$ cat src/rtl/progmem_loader_if.sv
// rtl/progmem_loader_if.sv - byte stream in and program-memory write bus out of the loader
// master is the loader side; slave is the host/memory environment side.
interface progmem_loader_if #(
    parameter int INST_W = 32,
    parameter int ADDR_W = 8
);
    logic [7:0]        rx_data;
    logic              rx_valid;
    logic              rx_ready;
    logic              pm_we;
    logic [ADDR_W-1:0] pm_waddr;
    logic [INST_W-1:0] pm_wdata;

    modport master (
        input  rx_data,
        input  rx_valid,
        output rx_ready,
        output pm_we,
        output pm_waddr,
        output pm_wdata
    );

    modport slave (
        output rx_data,
        output rx_valid,
        input  rx_ready,
        input  pm_we,
        input  pm_waddr,
        input  pm_wdata
    );
endinterface

$ cat src/rtl/progmem_loader.sv
// rtl/progmem_loader.sv - assembles a byte stream into little-endian words and writes program memory
// The core stays disabled from an accepted start until the last requested word is written.
module progmem_loader #(
    parameter int INST_W = 32,
    parameter int ADDR_W = 8
) (
    input  logic              clk,
    input  logic              rst_n,
    input  logic              start_i,
    input  logic [ADDR_W:0]   word_count_i,
    output logic              core_en_o,
    output logic              busy_o,
    output logic              done_o,
    progmem_loader_if.master  bus
);
    localparam int BPW   = INST_W / 8;
    localparam int IDX_W = (BPW > 1) ? $clog2(BPW) : 1;
    localparam logic [IDX_W-1:0]  LAST_IDX  = IDX_W'(BPW - 1);
    localparam logic [IDX_W-1:0]  IDX_ONE   = IDX_W'(1);
    localparam logic [ADDR_W:0]   DEPTH     = {1'b1, {ADDR_W{1'b0}}};
    localparam logic [ADDR_W:0]   CNT_ONE   = (ADDR_W + 1)'(1);
    localparam logic [ADDR_W-1:0] ADDR_ONE  = ADDR_W'(1);

    typedef enum logic [1:0] {
        IDLE  = 2'd0,
        LOAD  = 2'd1,
        WRITE = 2'd2,
        DONE  = 2'd3
    } state_t;

    state_t            state_q;
    logic [ADDR_W:0]   count_q;
    logic [ADDR_W-1:0] addr_q;
    logic [IDX_W-1:0]  idx_q;
    logic [INST_W-1:0] word_q;
    logic              rx_ready_q;
    logic              pm_we_q;
    logic [ADDR_W-1:0] pm_waddr_q;
    logic [INST_W-1:0] pm_wdata_q;
    logic              core_en_q;
    logic              busy_q;
    logic              done_q;

    logic              byte_fire;
    logic [INST_W-1:0] word_d;
    logic [ADDR_W:0]   start_count;

    always_comb begin
        byte_fire   = (state_q == LOAD) && bus.rx_valid;
        word_d      = word_q;
        for (int k = 0; k < BPW; k++) begin
            if (idx_q == IDX_W'(k)) begin
                word_d[8*k +: 8] = bus.rx_data;
            end
        end
        // A count beyond the memory depth would only rewrite wrapped addresses.
        start_count = (word_count_i > DEPTH) ? DEPTH : word_count_i;
    end

    always_ff @(posedge clk or negedge rst_n) begin
        if (!rst_n) begin
            state_q    <= IDLE;
            count_q    <= '0;
            addr_q     <= '0;
            idx_q      <= '0;
            word_q     <= '0;
            rx_ready_q <= 1'b0;
            pm_we_q    <= 1'b0;
            pm_waddr_q <= '0;
            pm_wdata_q <= '0;
            core_en_q  <= 1'b0;
            busy_q     <= 1'b0;
            done_q     <= 1'b0;
        end else begin
            case (state_q)
                IDLE, DONE: begin
                    if (start_i) begin
                        count_q   <= start_count;
                        addr_q    <= '0;
                        idx_q     <= '0;
                        done_q    <= 1'b0;
                        core_en_q <= 1'b0;
                        if (start_count != '0) begin
                            state_q    <= LOAD;
                            rx_ready_q <= 1'b1;
                            busy_q     <= 1'b1;
                        end else begin
                            state_q <= DONE;
                        end
                    end else if (state_q == DONE) begin
                        // Also re-raises the flags one cycle after a zero-length start.
                        done_q    <= 1'b1;
                        core_en_q <= 1'b1;
                    end
                end
                LOAD: begin
                    if (byte_fire) begin
                        word_q <= word_d;
                        if (idx_q == LAST_IDX) begin
                            state_q    <= WRITE;
                            rx_ready_q <= 1'b0;
                            pm_we_q    <= 1'b1;
                            pm_waddr_q <= addr_q;
                            pm_wdata_q <= word_d;
                            idx_q      <= '0;
                        end else begin
                            idx_q <= idx_q + IDX_ONE;
                        end
                    end
                end
                WRITE: begin
                    pm_we_q <= 1'b0;
                    addr_q  <= addr_q + ADDR_ONE;
                    count_q <= count_q - CNT_ONE;
                    if (count_q == CNT_ONE) begin
                        state_q   <= DONE;
                        busy_q    <= 1'b0;
                        done_q    <= 1'b1;
                        core_en_q <= 1'b1;
                    end else begin
                        state_q    <= LOAD;
                        rx_ready_q <= 1'b1;
                    end
                end
                default: state_q <= IDLE;
            endcase
        end
    end

    assign bus.rx_ready = rx_ready_q;
    assign bus.pm_we    = pm_we_q;
    assign bus.pm_waddr = pm_waddr_q;
    assign bus.pm_wdata = pm_wdata_q;
    assign core_en_o    = core_en_q;
    assign busy_o       = busy_q;
    assign done_o       = done_q;
endmodule

$ cat src/flat_wrapper.sv
// flat-port wrapper written by rule: the top's interface ports become plain ports
module progmem_loader_flat 
#(
    parameter int INST_W = 32,
    parameter int ADDR_W = 8
)
  (clk, rst_n, start_i, word_count_i, core_en_o, busy_o, done_o, bus_rx_data, bus_rx_valid, bus_rx_ready, bus_pm_we, bus_pm_waddr, bus_pm_wdata);
  progmem_loader_if #(.INST_W(INST_W), .ADDR_W(ADDR_W)) bus_i ();
  input  logic clk;
  input  logic rst_n;
  input  logic start_i;
  input  logic [ADDR_W:0] word_count_i;
  output logic core_en_o;
  output logic busy_o;
  output logic done_o;
  input wire logic [$bits(bus_i.rx_data)-1:0] bus_rx_data;
  input wire logic [$bits(bus_i.rx_valid)-1:0] bus_rx_valid;
  output wire logic [$bits(bus_i.rx_ready)-1:0] bus_rx_ready;
  output wire logic [$bits(bus_i.pm_we)-1:0] bus_pm_we;
  output wire logic [$bits(bus_i.pm_waddr)-1:0] bus_pm_waddr;
  output wire logic [$bits(bus_i.pm_wdata)-1:0] bus_pm_wdata;
  assign bus_i.rx_data = bus_rx_data;
  assign bus_i.rx_valid = bus_rx_valid;
  assign bus_rx_ready = bus_i.rx_ready;
  assign bus_pm_we = bus_i.pm_we;
  assign bus_pm_waddr = bus_i.pm_waddr;
  assign bus_pm_wdata = bus_i.pm_wdata;
  progmem_loader #(.INST_W(INST_W), .ADDR_W(ADDR_W)) u_core (.clk(clk), .rst_n(rst_n), .start_i(start_i), .word_count_i(word_count_i), .core_en_o(core_en_o), .busy_o(busy_o), .done_o(done_o), .bus(bus_i));
endmodule
$ cat config.mk
export PLATFORM = sky130hd
export DESIGN_NAME = progmem_loader_flat
export DESIGN_NICKNAME = d
export VERILOG_FILES = /design/src/rtl/progmem_loader_if.sv /design/src/rtl/progmem_loader.sv /design/src/flat_wrapper.sv
export SDC_FILE = /design/constraint.sdc
export NUM_CORES = 1
export LEC_CHECK = 0
export CAP_MARGIN = 20
export CORE_MARGIN = 3
export CORE_UTILIZATION = 39
export DETAILED_ROUTE_END_ITERATION = 8
export PLACE_DENSITY_LB_ADDON = 0.15
export SYNTH_ARGS = -nofsm -noshare
export SYNTH_HDL_FRONTEND = slang
export SYNTH_SLANG_ARGS = --single-unit
$ cat constraint.sdc
create_clock -name clk -period 2.44 [get_ports clk]
set_input_delay 0.244 -clock clk [delete_from_list [all_inputs] [get_ports clk]]
set_output_delay 0.244 -clock clk [all_outputs]
set_load 0.02 [all_outputs]
# After elaboration in Yosys (flattened, before gate mapping)
# Cells that the tools add are included.
# word_totals
mem_bits_rw	0
ff_bits	97
output_inout_bits	45
inputBits	21
mem_count	0
mem_bits_ro	0
word_cells	80
latchBits	0
# op_classes
bitwise_logic	0
order_cmp	1
addsub	3
shift	0
n_reduce_logical	17
mul	0
n_eq_ne	14
muxes	34
n_div	0
# ops
op	n
2-to-1 mux 8 bit	5
2-to-1 mux 9 bit	2
case mux 9 bit (2 select lines)	1
2-to-1 mux 2 bit	8
case mux 8 bit (2 select lines)	1
AND reduction 3 bit	5
2-to-1 mux 1 bit	11
equality test 9 x 1 -> 1 bit (second input constant)	1
> comparator 9 bit (second input constant)	1
nonzero test 9 bit	1
subtractor 9 x 1 -> 9 bit (second input constant)	1
adder 8 x 1 -> 8 bit (second input constant)	1
equality test 2 bit (second input constant)	4
!= test 2 x 1 -> 1 bit (second input constant)	3
!= test 2 bit (second input constant)	3
case mux 1 bit (2 select lines)	3
case mux 2 bit (3 select lines)	1
nonzero test 2 bit	3
AND reduction 5 bit	1
equality test 2 x 1 -> 1 bit (second input constant)	2
zero test 2 bit	2
case mux 2 bit (2 select lines)	1
AND reduction 2 bit	2
AND reduction 4 bit	1
5 further kinds	5

# Longest topological paths before layout
# depth
word_depth	6
mapped_depth	8
mapped_depth_nobuf	6

# Worst setup path before layout
# No wires, ideal clock.
# synth_timing
path_type	register to register
startpoint	register u_core.state_q[0]
endpoint	register u_core.addr_q[7]
path_buffers	0
setup_slack_ns	0.725
t_arrival_ns	1.586
setup_ns	0.129
path_stages_with_launch	7
required_ns	2.311
synth_period_minus_slack_ns	1.715
cell_sequence	dfrtp_1 > inv_1 > ha_1 > mux2i_2 > and4bb_2 > xnor2_1 > nor2_1
# synth_between
elab_chain_cells	4
elab_cells_between_ends	8
cone_classes	eq/ne (3); mux (1); reduce/logical (4)
# synth_rtl
item	line	rtl
start, declared	progmem_loader.sv:31	state_t state_q;
start signal, assigned	progmem_loader.sv:62	state_q <= IDLE;
start signal, assigned	progmem_loader.sv:84	state_q <= LOAD;
start signal, assigned	progmem_loader.sv:88	state_q <= DONE;
equality test 2 bit / zero test 2 bit (equally long branches)	progmem_loader.sv:75	case (state_q)
OR reduction 2 bit	progmem_loader.sv:75	
!= test 2 bit (no line) / nonzero test 2 bit (equally long branches)	--	
AND reduction 2 bit (no line)	--	
end signal, assigned	progmem_loader.sv:113	addr_q <= addr_q + ADDR_ONE;
end, declared	progmem_loader.sv:33	logic [ADDR_W-1:0] addr_q;
# Parallel ways exist; a longest one is shown, timed or not.
# A chain may end at the register's enable or synchronous reset.

# Final worst setup path
# layout_timing
startpoint	register u_core.state_q[0]
endpoint	register u_core.count_q[4]
# layout_between
elab_chain_cells	4
elab_cells_between_ends	8
cone_classes	eq/ne (3); mux (1); reduce/logical (4)
# layout_rtl
item	line	rtl
equality test 2 bit / zero test 2 bit (equally long branches)	progmem_loader.sv:75	
OR reduction 2 bit	progmem_loader.sv:75	
!= test 2 bit (no line) / nonzero test 2 bit (equally long branches)	--	
AND reduction 2 bit (no line)	--	
end signal, assigned	progmem_loader.sv:78	count_q <= start_count;
end signal, assigned	progmem_loader.sv:114	count_q <= count_q - CNT_ONE;
end, declared	progmem_loader.sv:32	logic [ADDR_W:0] count_q;
# Parallel ways exist; a longest one is shown, timed or not.

==> metrics.txt <==
# TYPE chip_impl_metric gauge
chip_impl_info{name="rsz0062_at_grt",value="false"} 1
chip_impl_metric{name="placed_cells_incl_taps",unit=""} 589
chip_impl_metric{name="fp.dieArea",unit="um^2"} 12080
chip_impl_info{name="critPathSlowestCell",value="sky130_fd_sc_hd__ha_1"} 1
chip_impl_metric{name="htreeDepth",unit=""} 3
chip_impl_metric{name="ff2ff_path_depth",unit=""} 6
chip_impl_metric{name="die_w",unit="um"} 109.9
chip_impl_metric{name="placed_area",unit="um^2"} 5026
chip_impl_metric{name="drtPass1Iterations",unit=""} 5
chip_impl_metric{name="final_hold_violations",unit=""} 0
chip_impl_info{name="setup.worst_path.start_class",value="register"} 1
chip_impl_metric{name="post_drt_via_cell_ratio",unit=""} 5.053
chip_impl_metric{name="routedWlPerCell",unit="um"} 14.93
chip_impl_metric{name="dp.final_hpwl",unit="mm"} 6.318
chip_impl_metric{name="netlist.area_leader.share",unit="%"} 52.88
chip_impl_metric{name="setup_viol",unit=""} 0
chip_impl_metric{name="timing.reg2reg.setup_slack",unit="ns"} 0.31
chip_impl_metric{name="weighted_congestion_at_the_end_of_routability_driven_global_placement",unit=""} 0.8138
chip_impl_metric{name="multi_input_comb_area",unit="um^2"} 1847
chip_impl_metric{name="grt_antenna_before_repair",unit=""} 0
chip_impl_metric{name="die_h",unit="um"} 109.9
chip_impl_metric{name="p_leak",unit="nW"} 2.383
chip_impl_info{name="cts_tree",value="built"} 1
chip_impl_info{name="setup.worst_path.class",value="register to register"} 1
chip_impl_metric{name="core.rowCount",unit=""} 37
chip_impl_metric{name="post_synth_instance_area",unit="um^2"} 4212
chip_impl_metric{name="seq_cells_post_synth",unit=""} 89
chip_impl_info{name="timing.rr.start",value="u_core.state_q[0]"} 1
chip_impl_metric{name="syn-mean-instance-area",unit="um^2"} 10.53
chip_impl_info{name="outcome",value="complete, no violations"} 1
chip_impl_info{name="synth_top_cells_by_area",value="sky130_fd_sc_hd__dfrtp_1 (53%), sky130_fd_sc_hd__nand2_1 (7.6%), sky130_fd_sc_hd__mux2i_1 (6.9%), sky130_fd_sc_hd__mux2_2 (6.7%), sky130_fd_sc_hd__o21ai_0 (4.6%)"} 1
chip_impl_metric{name="initial_core_util",unit="%"} 40.43
chip_impl_info{name="timing.hold.worst.class",value="input port to asynchronous set/reset pin"} 1
chip_impl_info{name="dominantRegCellSynth",value="sky130_fd_sc_hd__dfrtp_1"} 1
chip_impl_metric{name="number_of_diodes",unit=""} 0
chip_impl_metric{name="timing_worst_slew_pin_value",unit="ns"} 0.6568
chip_impl_metric{name="dr.first_iter.drc_count",unit=""} 94
chip_impl_metric{name="clock.fmax",unit="MHz"} 469.0
chip_impl_metric{name="critical_path.max_stage_delay",unit="ns"} 0.57
chip_impl_metric{name="layout.nets",unit=""} 497
chip_impl_metric{name="track_usage",unit="%"} 15.99
chip_impl_metric{name="grt_remaining_overflow",unit=""} 0
chip_impl_metric{name="number_of_warnings_printed_during_yosys_synthesis",unit=""} 0
chip_impl_info{name="synthDominantAreaCellType",value="sky130_fd_sc_hd__dfrtp_1"} 1
chip_impl_metric{name="yosysSeqAreaShare",unit="%"} 52.88
chip_impl_metric{name="area_delta_synth_final",unit="%"} 26.02
chip_impl_metric{name="clock_pin_transition_on_the_worst_setup_and_hold_timing_paths",unit="ns"} 0.09
chip_impl_metric{name="register_area",unit="um^2"} 2227
chip_impl_metric{name="max-slew-margin-rel",unit="%"} 56.21
chip_impl_metric{name="grt_pass1_wl",unit="mm"} 15.11
chip_impl_metric{name="non_filler_instance_count_after_layout",unit=""} 606
chip_impl_metric{name="critical_path_peak_fanout",unit=""} 15
chip_impl_metric{name="final.fill_count",unit=""} 959
chip_impl_metric{name="synth_enable_flop_cells",unit=""} 0
chip_impl_info{name="clock_root_buffer",value="sky130_fd_sc_hd__clkbuf_8"} 1
chip_impl_metric{name="fin_setup_tns",unit="ns"} 0
chip_impl_metric{name="async_set_or_reset_register_ratio_after_synthesis",unit="%"} 100.0
chip_impl_metric{name="first_global_vias",unit=""} 3035
chip_impl_metric{name="clock_sink_count",unit=""} 89
chip_impl_metric{name="power.density_cell_area",unit="nW/um^2"} 1205
chip_impl_metric{name="min_period",unit="ns"} 2.132
chip_impl_metric{name="grt_start_max_net_pins",unit=""} 49
chip_impl_metric{name="share_of_final_layout_standard_cells_stronger_than_drive_strength_1",unit="%"} 13.19
chip_impl_metric{name="fin_worst_skew",unit="ns"} 0.01156
chip_impl_metric{name="cts-root-to-sink-buffers",unit=""} 2
chip_impl_metric{name="vdd_ir_drop_max",unit="uV"} 458.6
chip_impl_metric{name="inserted_clock_buffers",unit=""} 9
chip_impl_metric{name="route.vias.total",unit=""} 3062
chip_impl_info{name="worstReg2RegEnd",value="u_core.count_q[4]"} 1
chip_impl_metric{name="wl",unit="mm"} 9.049
chip_impl_metric{name="final.hold.worst_slack",unit="ns"} 0.4395
chip_impl_info{name="critical_path.endpoint_type",value="register"} 1
chip_impl_metric{name="io-pin-count",unit=""} 66
chip_impl_metric{name="final_antenna_net_count",unit=""} 0
chip_impl_metric{name="syn_nets",unit=""} 432
chip_impl_metric{name="final_design_area_no_fill",unit="um^2"} 5308
chip_impl_metric{name="worstSkewPairLatency",unit="ns"} 0.36
chip_impl_metric{name="placement.io_buffers",unit=""} 65
chip_impl_info{name="critical_path.cell_chain",value="inv_1, ha_1, nand2b_1, nand2_1, nor3_1, a211o_1"} 1
chip_impl_metric{name="post-route-period-util",unit="%"} 87.39
chip_impl_metric{name="slew_viol_final",unit=""} 0
chip_impl_metric{name="cap_violations",unit=""} 0
chip_impl_metric{name="worstPathArrival",unit="ns"} 2.37
chip_impl_metric{name="crit_required",unit="ns"} 2.68
chip_impl_metric{name="netlist_instances",unit=""} 400
chip_impl_metric{name="drc_errors",unit=""} 0
chip_impl_metric{name="floorplan_core_area",unit="um^2"} 10420
chip_impl_metric{name="post_synth_num_cell_types",unit=""} 47
[synth_stat cells (all sizes together), types with 6 or more instances]
master  number
buf         13
a21oi        9
o21ai       39
clkbuf       9
nor2b        6
nand2       85
dfrtp       89
nand3        9
mux2i       30
ha          11
nor2        14
mux2        25
inv          9
[final cells by class]
type	count	area share [%]
tap	136	3.206
clock buffer	9	2.334
clock inverter	7	2.782
inverter	9	0.6365
multi-input combinational	280	34.79
sequential	89	41.96
timing repair buffer	76	14.29
[worst max-delay path, delay by kind of cell (launching register included)]
family          cells  cell delay (ns)
compound gates      1             0.27
simple gates        3             0.67
fa+ha+maj           1             0.57
flops               1             0.41
buf+inv             1             0.08
[power breakdown]
group	total, W	internal, W	switching [W]
registers	0.00239	0.00201	0.000377
logic	0.00266	0.00129	0.00137
clock network	0.00135	0.000794	0.000553
[routing by layer]
layer	part of all wire, %	track usage, %	wire length (um)	up-vias
li1	-	-	-	1515
met1	45	21.32	4063	1468
met2	48	26.13	4380	68
met3	5.5	3.758	499	11
met4	1.2	4.274	106	0
met5	0	0	0	-
[registers in the layout (all words and copies together), names as in the netlist]
| name | cells |
|---|---|
| u_core.count_q | 9 |
| u_core.state_q | 2 |
| u_core.idx_q | 2 |
| u_core.busy_o | 1 |
| u_core.addr_q | 8 |
| u_core.bus.rx_ready | 1 |
| u_core.bus.pm_we | 1 |
| u_core.core_en_o | 1 |
| u_core.word_q | 24 |
| u_core.bus.pm_waddr | 8 |
| u_core.bus.pm_wdata | 32 |
[stage by stage]
| step | total power, W | worst slack (ns) | utilization [%] |
|---|---|---|---|
| finish | 0.006397 | 0.3078 | 50.96 |
| global route | 0.006873 | 0.1077 | 50.96 |
| CTS | 0.006471 | 0.2645 | 50.96 |
| detailed placement | 0.005105 | 0.3105 | 48.25 |
| global placement | 0.005042 | 0.4299 | 48.25 |
| floorplan | 0.004152 | 0.7252 | - |
[layout by cell type, fill, tap and decap left out, types with 5 or more instances in the layout]
cell type                         count
sky130_fd_sc_hd__nand2_1             85
sky130_fd_sc_hd__ha_1                11
sky130_fd_sc_hd__o21ai_0             39
sky130_fd_sc_hd__nand3_1              8
sky130_fd_sc_hd__clkdlybuf4s50_1     64
sky130_fd_sc_hd__dfrtp_1             89
sky130_fd_sc_hd__nor2_1              14
sky130_fd_sc_hd__inv_1                9
sky130_fd_sc_hd__mux2i_1             29
sky130_fd_sc_hd__nor2b_1              5
sky130_fd_sc_hd__clkbuf_8             9
sky130_fd_sc_hd__a21oi_1              9
sky130_fd_sc_hd__buf_4                9
sky130_fd_sc_hd__mux2_2              25
[logic make-up (layout without fill, tap and decap cells)]
group / Yosys count / in the layout / synth area share (%)
compound gates: 68 / 68 / 9.507
xor+xnor: 5 / 5 / 1.040
fa+ha+maj: 11 / 11 / 3.268
buf+inv: 31 / 101 / 3.387
flops: 89 / 89 / 52.88
mux: 55 / 55 / 13.90
simple gates: 141 / 141 / 16.01
[timing repair]
item / in CTS / in global routing
setup buffers: 0 / 0
resized for setup: 0 / 0
hold buffers: 1 / 0
hold endpoints to repair: 46 / 0
[how the worst max path moves through the flow]
stage	cells past startpoint	start	to
after floorplan	6	u_core.state_q[0]	u_core.addr_q[7]
after global placement	6	u_core.state_q[0]	u_core.addr_q[7]
after detailed placement	6	u_core.state_q[0]	u_core.count_q[4]
after CTS	6	u_core.state_q[0]	u_core.count_q[4]
after global routing	6	u_core.state_q[0]	u_core.count_q[4]
final	6	u_core.state_q[0]	u_core.count_q[4]
Power figures use the tool's default switching activity.
